## config.mk

```make
export PLATFORM = sky130hd
export DESIGN_NAME = decode
export DESIGN_NICKNAME = d
export VERILOG_FILES = /design/src/rtl/decode.sv
export SDC_FILE = /design/constraint.sdc
export NUM_CORES = 1
export LEC_CHECK = 0
export BUFFER_PORTS_ARGS = -buffer_cell sky130_fd_sc_hd__buf_2
export CORE_MARGIN = 2
export CORE_UTILIZATION = 42
export DETAILED_ROUTE_END_ITERATION = 10
export PLACE_DENSITY = 0.77
export SYNTH_ARGS = -nofsm -noshare
export SYNTH_HDL_FRONTEND = slang
export SYNTH_SLANG_ARGS = --single-unit
```

## constraint.sdc

```tcl
create_clock -name clk -period 1.58 [get_ports clk]
set_input_delay 0 -clock clk [delete_from_list [all_inputs] [get_ports clk]]
set_output_delay 0 -clock clk [all_outputs]
set_load 0.03 [all_outputs]
```

## src/rtl/decode.sv

```systemverilog
// ID-stage instruction decoder for the MIPS pipeline: turns an instruction word
// into registered datapath controls and an ALU operation code.
module decode (
   input  logic        clk,
   input  logic        reset,
   input  logic [31:0] Instruction,
   output logic        MemtoReg,
   output logic        RegWrite,
   output logic        MemWrite,
   output logic        MemRead,
   output logic [4:0]  ALUCode,
   output logic        ALUSrcA,
   output logic        ALUSrcB,
   output logic        RegDst,
   output logic        J,
   output logic        JR
);

   logic [5:0] op;
   logic [4:0] rt;
   logic [5:0] funct;

   logic       mem_to_reg, reg_write, mem_write, mem_read;
   logic [4:0] alu_code;
   logic       src_a, src_b, reg_dst, jump, jump_reg;

   assign op    = Instruction[31:26];
   assign rt    = Instruction[20:16];
   assign funct = Instruction[5:0];

   // Anything not matched below (jal, unknown op/funct) leaves every control at 0.
   always_comb begin
      mem_to_reg = 1'b0;
      reg_write  = 1'b0;
      mem_write  = 1'b0;
      mem_read   = 1'b0;
      alu_code   = 5'd0;
      src_a      = 1'b0;
      src_b      = 1'b0;
      reg_dst    = 1'b0;
      jump       = 1'b0;
      jump_reg   = 1'b0;

      case (op)
         6'h00: begin
            reg_write = 1'b1;
            reg_dst   = 1'b1;
            case (funct)
               6'h20, 6'h21: alu_code = 5'd0;
               6'h22, 6'h23: alu_code = 5'd5;
               6'h24:        alu_code = 5'd1;
               6'h25:        alu_code = 5'd3;
               6'h26:        alu_code = 5'd2;
               6'h27:        alu_code = 5'd4;
               6'h2A:        alu_code = 5'd19;
               6'h2B:        alu_code = 5'd20;
               6'h00: begin alu_code = 5'd16; src_a = 1'b1; end
               6'h02: begin alu_code = 5'd17; src_a = 1'b1; end
               6'h03: begin alu_code = 5'd18; src_a = 1'b1; end
               6'h08: begin
                  alu_code  = 5'd9;
                  jump_reg  = 1'b1;
                  reg_write = 1'b0;
                  reg_dst   = 1'b0;
               end
               default: begin
                  reg_write = 1'b0;
                  reg_dst   = 1'b0;
               end
            endcase
         end
         6'h08, 6'h09: begin reg_write = 1'b1; src_b = 1'b1; alu_code = 5'd0;  end
         6'h0A:        begin reg_write = 1'b1; src_b = 1'b1; alu_code = 5'd19; end
         6'h0B:        begin reg_write = 1'b1; src_b = 1'b1; alu_code = 5'd20; end
         6'h0C:        begin reg_write = 1'b1; src_b = 1'b1; alu_code = 5'd6;  end
         6'h0D:        begin reg_write = 1'b1; src_b = 1'b1; alu_code = 5'd8;  end
         6'h0E:        begin reg_write = 1'b1; src_b = 1'b1; alu_code = 5'd7;  end
         6'h23: begin
            mem_read   = 1'b1;
            mem_to_reg = 1'b1;
            reg_write  = 1'b1;
            src_b      = 1'b1;
         end
         6'h2B: begin
            mem_write = 1'b1;
            src_b     = 1'b1;
         end
         6'h04: alu_code = 5'd10;
         6'h05: alu_code = 5'd11;
         6'h06: alu_code = 5'd14;
         6'h07: alu_code = 5'd13;
         // REGIMM: only rt 0 (bltz) and rt 1 (bgez) are supported.
         6'h01: begin
            if (rt == 5'd1)
               alu_code = 5'd12;
            else if (rt == 5'd0)
               alu_code = 5'd15;
         end
         6'h02: jump = 1'b1;
         default: ;
      endcase
   end

   always_ff @(posedge clk) begin
      if (reset) begin
         MemtoReg <= 1'b0;
         RegWrite <= 1'b0;
         MemWrite <= 1'b0;
         MemRead  <= 1'b0;
         ALUCode  <= 5'd0;
         ALUSrcA  <= 1'b0;
         ALUSrcB  <= 1'b0;
         RegDst   <= 1'b0;
         J        <= 1'b0;
         JR       <= 1'b0;
      end else begin
         MemtoReg <= mem_to_reg;
         RegWrite <= reg_write;
         MemWrite <= mem_write;
         MemRead  <= mem_read;
         ALUCode  <= alu_code;
         ALUSrcA  <= src_a;
         ALUSrcB  <= src_b;
         RegDst   <= reg_dst;
         J        <= jump;
         JR       <= jump_reg;
      end
   end

endmodule

```

==> results.sh <==
export IMPL_seqCellArea_sq_um=260
export IMPL_hold_viol_final=0
export IMPL_netlist_instances=109
export IMPL_leakagePower_nw=0.458
export IMPL_tightest_slew_ns=0.320
export IMPL_via_per_inst=5.32
export IMPL_synth_avg_cell_area_sq_um=7.60
export IMPL_whs_ns=0.0246
export IMPL_grt_pass1_vias=786
export IMPL_totalWireLength_um=1900
export IMPL_ys_warnings_count=0
export IMPL_grt_pass1_wl_um=3190
export IMPL_min_delay_path_class="in2reg"
export IMPL_worst_ep_required_time_ns=1.78
export IMPL_ant_nets=0
export IMPL_num_vias=893
export IMPL_arrival_ns=1.64
export IMPL_drv_cap=0
export IMPL_ys_ff_latch=13
export IMPL_drive_above_1_share=0.319
export IMPL_fin_util=0.554
export IMPL_fin_crit_ns=1.44
export IMPL_remaining_drc_errors=0
export IMPL_dieArea_sq_mm=0.00234
export IMPL_synth_flop_cell="dfxtp_1"
export IMPL_core_area_sq_mm=0.00190
export IMPL_cp_startpoint="reset"
export IMPL_htree_levels=1
export IMPL_ios=48
export IMPL_antenna_found_initial=0
export IMPL_insertedDiodeCount=0
export IMPL_fp_dieH_um=48.4
export IMPL_clockBufferDepth=2
export IMPL_cts_tree="built"
export IMPL_num_rows=16
export IMPL_ys_seq_area_frac=0.314
export IMPL_synthDistinctLibCells=41
export IMPL_ir_drop_uv=294
export IMPL_fmax_mhz=695
export IMPL_cts_setup_buffers=0
export IMPL_dpl_worst_slack_ns=0.141
export IMPL_grt_total_usage=0.171
export IMPL_fin_tns_setup_ns=0
export IMPL_dr_pass1_iters=5
export IMPL_syn_area_sq_um=828
export IMPL_endpoint_kind="flip-flop"
export IMPL_clkTransAtPathRegs_ns=0.06
export IMPL_initial_core_util=0.436
export IMPL_power_density_mw_per_mm2=645
export IMPL_finalCritPeriodShare=0.910
export IMPL_overflow=0
export IMPL_endpoint="ALUCode[2]$_SDFF_PP0_"
export IMPL_drt_iter0_drc=54
export IMPL_criticalPathCategory="in2reg"
export IMPL_multi_input_area_sq_um=509
export IMPL_setup_ws_ns=0.142
export IMPL_place_gp_congestion=0.837
export IMPL_wl_per_cell_um=11.3
export IMPL_synthToLayoutAreaGrowth_pct=27.2
export IMPL_cts_sinks=13
export IMPL_cts_made_buffers=3
export IMPL_dpl_hpwl_um=1410
export IMPL_syn_nets=143
export IMPL_synth_edf_count=0
export IMPL_layout_nets=176
export IMPL_slew_viol_final=0
export IMPL_slew_headroom=0.785
export IMPL_status="finished, final reports clean"
export IMPL_fillers=171
export IMPL_async_flop_share=0
export IMPL_grt_max_degree=15
export IMPL_start_kind="primary input"
export IMPL_die_w_um=48.4
export IMPL_rsz0062_at_grt="no"
export IMPL_port_buffers=32
export IMPL_path_max_fanout=6
export IMPL_finalSetupViolations=0
export IMPL_root_buffer="clkbuf_4"
sequential cells by signal (all words and copies together), names as in the netlist:
name      flops
ALUCode       5
RegDst        1
J             1
RegWrite      1
ALUSrcA       1
MemWrite      1
ALUSrcB       1
JR            1
MemRead       1
kinds of logic after synthesis:
kind of cell           count (synthesis)  synth area share
muxes                                  1            0.0121
buffers and inverters                 13            0.0770
AOI/OAI and AO/OA                     27             0.237
DFF                                   13             0.314
and+or+nand+nor                       55             0.360
cell usage in the layout (no fill, tap or decap), types with 2 or more instances in the layout:
master,Yosys,routed
nor3_2,1,2
nand2b_1,3,3
a21oi_1,7,7
nand2_1,7,7
nor2_1,14,14
a31oi_1,3,3
or3_1,2,2
dlygate4sd3_1,0,3
or4_1,3,3
o21ai_0,2,2
buf_2,3,32
clkbuf_4,0,3
nand4b_1,3,3
buf_4,1,3
inv_1,3,3
dfxtp_1,13,13
o21ai_1,2,2
nand3_1,4,4
nor3_1,8,7
nor2b_1,3,3
worst max-delay path, stage by stage:
cell,delay (ns)
dlygate4sd3_1,0.53
buf_2,0.16
nor3_2,0.17
o21ai_1,0.18
or4_1,0.52
o21ai_1,0.08
worst min path at each step:
stage	start	endpoint	slack (ns)	cells past startpoint
finish	Instruction[1]	JR$_SDFF_PP0_	0.02	2
global route	Instruction[1]	JR$_SDFF_PP0_	0.02	2
CTS	Instruction[1]	JR$_SDFF_PP0_	0.02	2
detailed placement	reset	MemRead$_SDFF_PP0_	0.25	2
global placement	reset	ALUCode[4]$_SDFF_PP0_	0.24	2
floorplan	reset	ALUCode[4]$_SDFF_PP0_	0.07	1
area by class of cell:
class | instances | area share
inverter | 3 | 0.0107
timing repair buffer | 38 | 0.202
tap | 27 | 0.0321
sequential | 13 | 0.247
clock buffer | 4 | 0.0249
multi-input combinational | 83 | 0.483
routing by layer:
layer / vias up / wire, um / share of wire / GRT usage
met5: - / 0 / 0 / 0
met4: 0 / 43 / 0.023 / 0.0857
met3: 6 / 92 / 0.049 / 0.0278
met2: 34 / 881 / 0.46 / 0.273
met1: 390 / 879 / 0.46 / 0.224
li1: 463 / - / - / -
stage by stage:
step	total power, mW	instances	instance area (sq um)
4_1_cts	0.680	168	1050
6_report	0.679	168	1050
3_5_place_dp	0.490	161	992
2_1_floorplan	0.443	109	828
3_3_place_gp	0.486	161	992
5_1_grt	0.724	168	1050
where the power goes:
| part | internal [mW] | switching, mW | total (mW) |
|---|---|---|---|
| clock network | 0.0977 | 0.0918 | 0.190 |
| registers | 0.331 | 0.000691 | 0.332 |
| logic | 0.0633 | 0.0947 | 0.158 |
| total | 0.492 | 0.187 | 0.679 |
synthesized netlist by cell type (2+ instances only):
| library cell | number | area [sq um] |
|---|---|---|
| inv_1 | 3 | 11.3 |
| buf_2 | 3 | 15.0 |
| or4_1 | 3 | 22.5 |
| nor3_1 | 8 | 40.0 |
| o21ai_0 | 2 | 10.0 |
| a31oi_1 | 3 | 18.8 |
| nor2_1 | 14 | 52.6 |
| or3_1 | 2 | 12.5 |
| nand3_1 | 4 | 20.0 |
| a21oi_1 | 7 | 35.0 |
| nand2_1 | 7 | 26.3 |
| o21ai_1 | 2 | 10.0 |
| nor2b_1 | 3 | 18.8 |
| clkbuf_1 | 5 | 18.8 |
| nand4b_1 | 3 | 26.3 |
| dfxtp_1 | 13 | 260 |
| nand2b_1 | 3 | 18.8 |
repair_timing:
| item | CTS | global route |
|---|---|---|
| gates resized for setup | 0 | 1 |
| hold buffers | 3 | 0 |
| endpoints found under the setup margin | 0 | 1 |
| endpoints found under the hold margin | 3 | 0 |
No activity file was read; power rests on OpenSTA's default activity.
